File: src/rtl/debounce_pkg.sv
// Shared constants and width helper for the multi-channel button debouncer.
package debounce_pkg;

  localparam int unsigned DEB_TICK_DIV_DEFAULT     = 500000;
  localparam int unsigned DEB_STABLE_TICKS_DEFAULT = 3;

  // Counter width for a range of x states; never narrower than one bit.
  function automatic int unsigned cnt_w(input int unsigned x);
    return (x <= 32'd1) ? 32'd1 : 32'($clog2(x));
  endfunction

endpackage

File: src/rtl/debounce_multi_if.sv
// Button-side and peripheral-side signals of the multi-channel debouncer.
interface debounce_multi_if #(
  parameter int unsigned CHANNELS = 4
);

  logic [CHANNELS-1:0] buttons_i;
  logic [CHANNELS-1:0] level_o;
  logic [CHANNELS-1:0] rise_o;
  logic [CHANNELS-1:0] fall_o;
  logic                tick_o;

  modport master (output buttons_i, input level_o, rise_o, fall_o, tick_o);
  modport slave  (input buttons_i, output level_o, rise_o, fall_o, tick_o);

endinterface

File: src/rtl/debounce_channel.sv
// One debounce channel: 2-flop synchroniser, tick-driven stability counter,
// registered level and single-cycle rise/fall pulses.
module debounce_channel
  import debounce_pkg::*;
#(
  parameter int unsigned STABLE_TICKS = DEB_STABLE_TICKS_DEFAULT,
  parameter logic        RESET_LEVEL  = 1'b0
) (
  input  logic clk,
  input  logic rst,
  input  logic tick,
  input  logic button,
  output logic level,
  output logic rise,
  output logic fall
);

  localparam int unsigned SW = cnt_w(STABLE_TICKS + 1);

  logic [1:0]    sync_q;
  logic          sync;
  logic [SW-1:0] cnt_q;
  logic [SW-1:0] cnt_d;
  logic          level_d;
  logic          rise_d;
  logic          fall_d;

  assign sync = sync_q[1];

  // Any reversion to the accepted level restarts the window from zero.
  always_comb begin
    cnt_d   = cnt_q;
    level_d = level;
    rise_d  = 1'b0;
    fall_d  = 1'b0;
    if (sync == level) begin
      cnt_d = '0;
    end else if (tick) begin
      if (cnt_q == SW'(STABLE_TICKS - 1)) begin
        cnt_d   = '0;
        level_d = sync;
        rise_d  = sync;
        fall_d  = ~sync;
      end else begin
        cnt_d = cnt_q + SW'(1);
      end
    end
  end

  always_ff @(posedge clk or posedge rst) begin
    if (rst) begin
      sync_q <= {2{RESET_LEVEL}};
      cnt_q  <= '0;
      level  <= RESET_LEVEL;
      rise   <= 1'b0;
      fall   <= 1'b0;
    end else begin
      sync_q <= {sync_q[0], button};
      cnt_q  <= cnt_d;
      level  <= level_d;
      rise   <= rise_d;
      fall   <= fall_d;
    end
  end

endmodule

File: src/rtl/debounce_multi.sv
// Multi-channel push-button debouncer: one free-running tick prescaler shared
// by CHANNELS independent debounce_channel filters.
module debounce_multi
  import debounce_pkg::*;
#(
  parameter int unsigned CHANNELS     = 4,
  parameter int unsigned TICK_DIV     = DEB_TICK_DIV_DEFAULT,
  parameter int unsigned STABLE_TICKS = DEB_STABLE_TICKS_DEFAULT,
  parameter logic        RESET_LEVEL  = 1'b0
) (
  input  logic             clk_i,
  input  logic             rst_i,
  debounce_multi_if.slave  bus
);

  localparam int unsigned PW = cnt_w(TICK_DIV);

  logic [PW-1:0]       div_q;
  logic [PW-1:0]       div_d;
  logic                tick_q;
  logic                tick_d;
  logic [CHANNELS-1:0] level;
  logic [CHANNELS-1:0] rise;
  logic [CHANNELS-1:0] fall;

  // tick_q is registered from the next count so it is high while div_q == TICK_DIV-1.
  always_comb begin
    div_d  = (div_q == PW'(TICK_DIV - 1)) ? '0 : div_q + PW'(1);
    tick_d = (div_d == PW'(TICK_DIV - 1));
  end

  always_ff @(posedge clk_i or posedge rst_i) begin
    if (rst_i) begin
      div_q  <= '0;
      tick_q <= 1'b0;
    end else begin
      div_q  <= div_d;
      tick_q <= tick_d;
    end
  end

  for (genvar i = 0; i < int'(CHANNELS); i++) begin : g_ch
    debounce_channel #(
      .STABLE_TICKS (STABLE_TICKS),
      .RESET_LEVEL  (RESET_LEVEL)
    ) u_ch (
      .clk    (clk_i),
      .rst    (rst_i),
      .tick   (tick_q),
      .button (bus.buttons_i[i]),
      .level  (level[i]),
      .rise   (rise[i]),
      .fall   (fall[i])
    );
  end

  assign bus.level_o = level;
  assign bus.rise_o  = rise;
  assign bus.fall_o  = fall;
  assign bus.tick_o  = tick_q;

endmodule

File: src/flat_wrapper.sv
// flat-port wrapper written by rule: the top's interface ports become plain ports
module debounce_multi_flat import debounce_pkg::*;
#(
  parameter int unsigned CHANNELS     = 4,
  parameter int unsigned TICK_DIV     = DEB_TICK_DIV_DEFAULT,
  parameter int unsigned STABLE_TICKS = DEB_STABLE_TICKS_DEFAULT,
  parameter logic        RESET_LEVEL  = 1'b0
)
  (clk_i, rst_i, bus_buttons_i, bus_level_o, bus_rise_o, bus_fall_o, bus_tick_o);
  debounce_multi_if #(.CHANNELS(CHANNELS)) bus_i ();
  input  logic clk_i;
  input  logic rst_i;
  input wire logic [$bits(bus_i.buttons_i)-1:0] bus_buttons_i;
  output wire logic [$bits(bus_i.level_o)-1:0] bus_level_o;
  output wire logic [$bits(bus_i.rise_o)-1:0] bus_rise_o;
  output wire logic [$bits(bus_i.fall_o)-1:0] bus_fall_o;
  output wire logic [$bits(bus_i.tick_o)-1:0] bus_tick_o;
  assign bus_i.buttons_i = bus_buttons_i;
  assign bus_level_o = bus_i.level_o;
  assign bus_rise_o = bus_i.rise_o;
  assign bus_fall_o = bus_i.fall_o;
  assign bus_tick_o = bus_i.tick_o;
  debounce_multi #(.CHANNELS(CHANNELS), .TICK_DIV(TICK_DIV), .STABLE_TICKS(STABLE_TICKS), .RESET_LEVEL(RESET_LEVEL)) u_core (.clk_i(clk_i), .rst_i(rst_i), .bus(bus_i));
endmodule
File: config.mk
export PLATFORM = sky130hd
export DESIGN_NAME = debounce_multi_flat
export DESIGN_NICKNAME = d
export VERILOG_FILES = /design/src/rtl/debounce_pkg.sv /design/src/rtl/debounce_multi_if.sv /design/src/rtl/debounce_channel.sv /design/src/rtl/debounce_multi.sv /design/src/flat_wrapper.sv
export SDC_FILE = /design/constraint.sdc
export NUM_CORES = 1
export LEC_CHECK = 0
export CORE_ASPECT_RATIO = 1.5
export CORE_UTILIZATION = 35
export DETAILED_ROUTE_END_ITERATION = 12
export SLEW_MARGIN = 5
export SYNTH_ARGS = -nofsm -noshare
export SYNTH_HDL_FRONTEND = slang
export SYNTH_HIERARCHICAL = 1
export SYNTH_SLANG_ARGS = --single-unit
export TNS_END_PERCENT = 1
File: constraint.sdc
create_clock -name clk_i -period 2.7 [get_ports clk_i]
set_clock_uncertainty 0.05 [all_clocks]
set_input_delay 0.405 -clock clk_i [delete_from_list [all_inputs] [get_ports clk_i]]
set_output_delay 0.405 -clock clk_i [all_outputs]
set_load 0.005 [all_outputs]
==> impl_metrics.ini <==
[sta]
slew_headroom = 0.481
fmax_mhz = 419
drv_slew = 0
post-route-min-period_ps = 2390
fin_crit_sh = 0.884
hold_slack_ps = 301
rsz0062_at_grt = false
finalSetupViolCount = 0
tightest_slew_ps = 778
finalHoldViolations = 0
tns_ps = 0

[route]
drt_iter0_markers = 54
drt_wl_total_mm = 3.56
routedWlPerCell_um = 12.9
drc = 0
ant_nets = 0
routed_via_density = 4.96
vias = 1370
firstDrtPassIters = 4

[clocking]
cts_sinks = 48
cts-resized-gates = 0
tritoncts = built
cts_buffer_depth = 2
root_buffer = clkbuf_8
clock_latency_ps = 300
hold_buffers = 0
cts_max_level = 2
numCtsBuffers = 5
clkSlewWorstSetupHoldPaths_ps = 90
post_cts_buffers = 0

[global_routing]
antenna_found_initial = 0
grt_overflow_total = 0
grt.total_usage = 0.135
grt_max_degree = 22
grt_pass1_wl_mm = 6.34
grt_pass1_vias = 1422

[worst_setup_path]
crit_path_end = u_core/bus.tick_o
crit_start = u_core/div_q[0]
arrival_ps = 2580
r2r_slack_ps = 310
reg2reg_from = u_core/div_q[0]
r2r_cells = 7
required_ps = 2890
startpoint_type = flip-flop
r2r-end = u_core/bus.tick_o
path_class = reg -> reg
crit_path_end_kind = flip-flop
worstPathMaxFanout = 5

[die]
dieArea_mm2 = 0.00620
die_w_um = 64.6
coreArea_mm2 = 0.00557
start_util = 0.369
num_rows = 33
pin_count = 19
die-height_um = 95.9

[final_layout]
area_growth_pct = 19.5
n_antenna_cell = 0
layout_commonest_cell = dfrtp_1
most-common-layout-cells = dfrtp_1, clkdlybuf4s50_1, nor2_1, nand3_1, xor2_1
finish.utilization = 0.441
drive_gt1_frac = 0.0680
final_nets = 212

[yosys]
syn_area_per_cell_um2 = 11.5
synth_top_cell_by_area = dfrtp_1
ys_types = 29
ys_ff_latch = 48
netlist_area_mm2 = 0.00206
syn_inst = 179
synth_area_leaders = dfrtp_1, xor2_1, xnor2_1
yosys_warnings = 6
synth_top_area_frac = 0.584
ys_seq_area_frac = 0.584
synth_nets = 186

[pwr]
power_w = 0.00129
power.density_mw_per_mm2 = 524
power.leakage_nw = 1.09
peakVddDrop_mv = 0.188

[hold_path]
hold_path_class = reg -> reg

[placed_design]
gp_congestion = 0.788
hpwl_mm = 2.64
numPortBuffers = 18

[outcome]
status = finished clean

[run]
drv_cap = 0
-- cell type report --
| cell class | instances | area [um2] |
|---|---|---|
| fill | 554 | 3120 |
| multi-input combinational | 122 | 823 |
| timing repair buffer | 20 | 195 |
| clock inverter | 2 | 38.8 |
| inverter | 8 | 30.0 |
| clock buffer | 6 | 82.6 |
| tap | 70 | 87.6 |
| sequential | 48 | 1200 |
-- cell usage after synthesis --
master / n
nand2b_1: 9
inv_1: 8
a21boi_0: 1
clkbuf_1: 1
nand3_1: 12
nor4_1: 2
or3b_2: 1
and3_1: 4
mux2_1: 4
or4b_1: 1
or2_2: 1
mux2i_1: 1
nand4_1: 2
and4bb_2: 1
xnor2_1: 11
nor3b_1: 8
nor2_1: 15
ha_1: 1
and3_2: 1
nor3_1: 4
nor4b_1: 1
a21oi_1: 10
nand2_1: 5
and4_1: 1
or3b_1: 4
and4b_1: 1
nand3b_1: 9
dfrtp_1: 48
xor2_1: 12
-- worst max-delay path, stage by stage (launching register included) --
cell      delay, ps
dfrtp_1         420
ha_1            220
nand4_1         180
nor3_1          370
nand3_1         150
xnor2_1         160
or4b_1          500
and4bb_2        280
-- stage by stage --
stage | cell area (um2) | setup WS, ps | std cells
floorplan | 2060 | 509 | 179
global placement | 2340 | 414 | 268
detailed placement | 2340 | 330 | 268
CTS | 2460 | 304 | 276
global route | 2460 | 119 | 276
finish | 2460 | 312 | 276
-- how the worst min path moves through the flow --
stage	from	to	slack, ps	cells after the start
finish	u_core/g_ch[3].u_ch/sync_q[0]	u_core/g_ch[3].u_ch/sync_q[1]	300	0
global route	u_core/g_ch[3].u_ch/sync_q[0]	u_core/g_ch[3].u_ch/sync_q[1]	320	0
CTS	u_core/g_ch[3].u_ch/sync_q[0]	u_core/g_ch[3].u_ch/sync_q[1]	310	0
detailed placement	u_core/g_ch[2].u_ch/sync_q[0]	u_core/g_ch[2].u_ch/sync_q[1]	290	0
global placement	u_core/g_ch[0].u_ch/sync_q[0]	u_core/g_ch[0].u_ch/sync_q[1]	290	0
floorplan	rst_i	u_core/g_ch[0].u_ch/cnt_q[0]	160	1
-- state kept, by name, indices dropped and copies added, names as in the netlist --
name	flops
u_core/div_q	19
u_core/g_ch.u_ch/cnt_q	8
u_core/g_ch.u_ch/sync_q	8
u_core/g_ch.u_ch/fall	4
u_core/g_ch.u_ch/level	4
u_core/g_ch.u_ch/rise	4
u_core/bus.tick_o	1
-- routing by layer --
layer | track usage | up-vias | routed length, um
met5 | 0 | - | 0
met4 | 0.0667 | 0 | 75
met3 | 0.0332 | 8 | 90
met2 | 0.255 | 18 | 1960
met1 | 0.135 | 683 | 1440
li1 | - | 661 | -
-- where the power goes --
group / leakage (nW) / switching (W) / internal [W]
registers: 0.638 / 0.00000420 / 0.000724
clock network: 0.0614 / 0.000231 / 0.000303
logic: 0.395 / 0.0000169 / 0.00000952
-- logic make-up after synthesis --
| logic type | synth area share |
|---|---|
| XOR/XNOR | 0.0979 |
| buffers and inverters | 0.0164 |
| AO/OA/AOI/OAI | 0.0280 |
| flip-flops | 0.584 |
| adder cells (fa/ha/maj) | 0.00608 |
| multiplexers | 0.0267 |
| AND/OR/NAND/NOR | 0.241 |
Note: power is estimated with default switching activity, not from simulation.
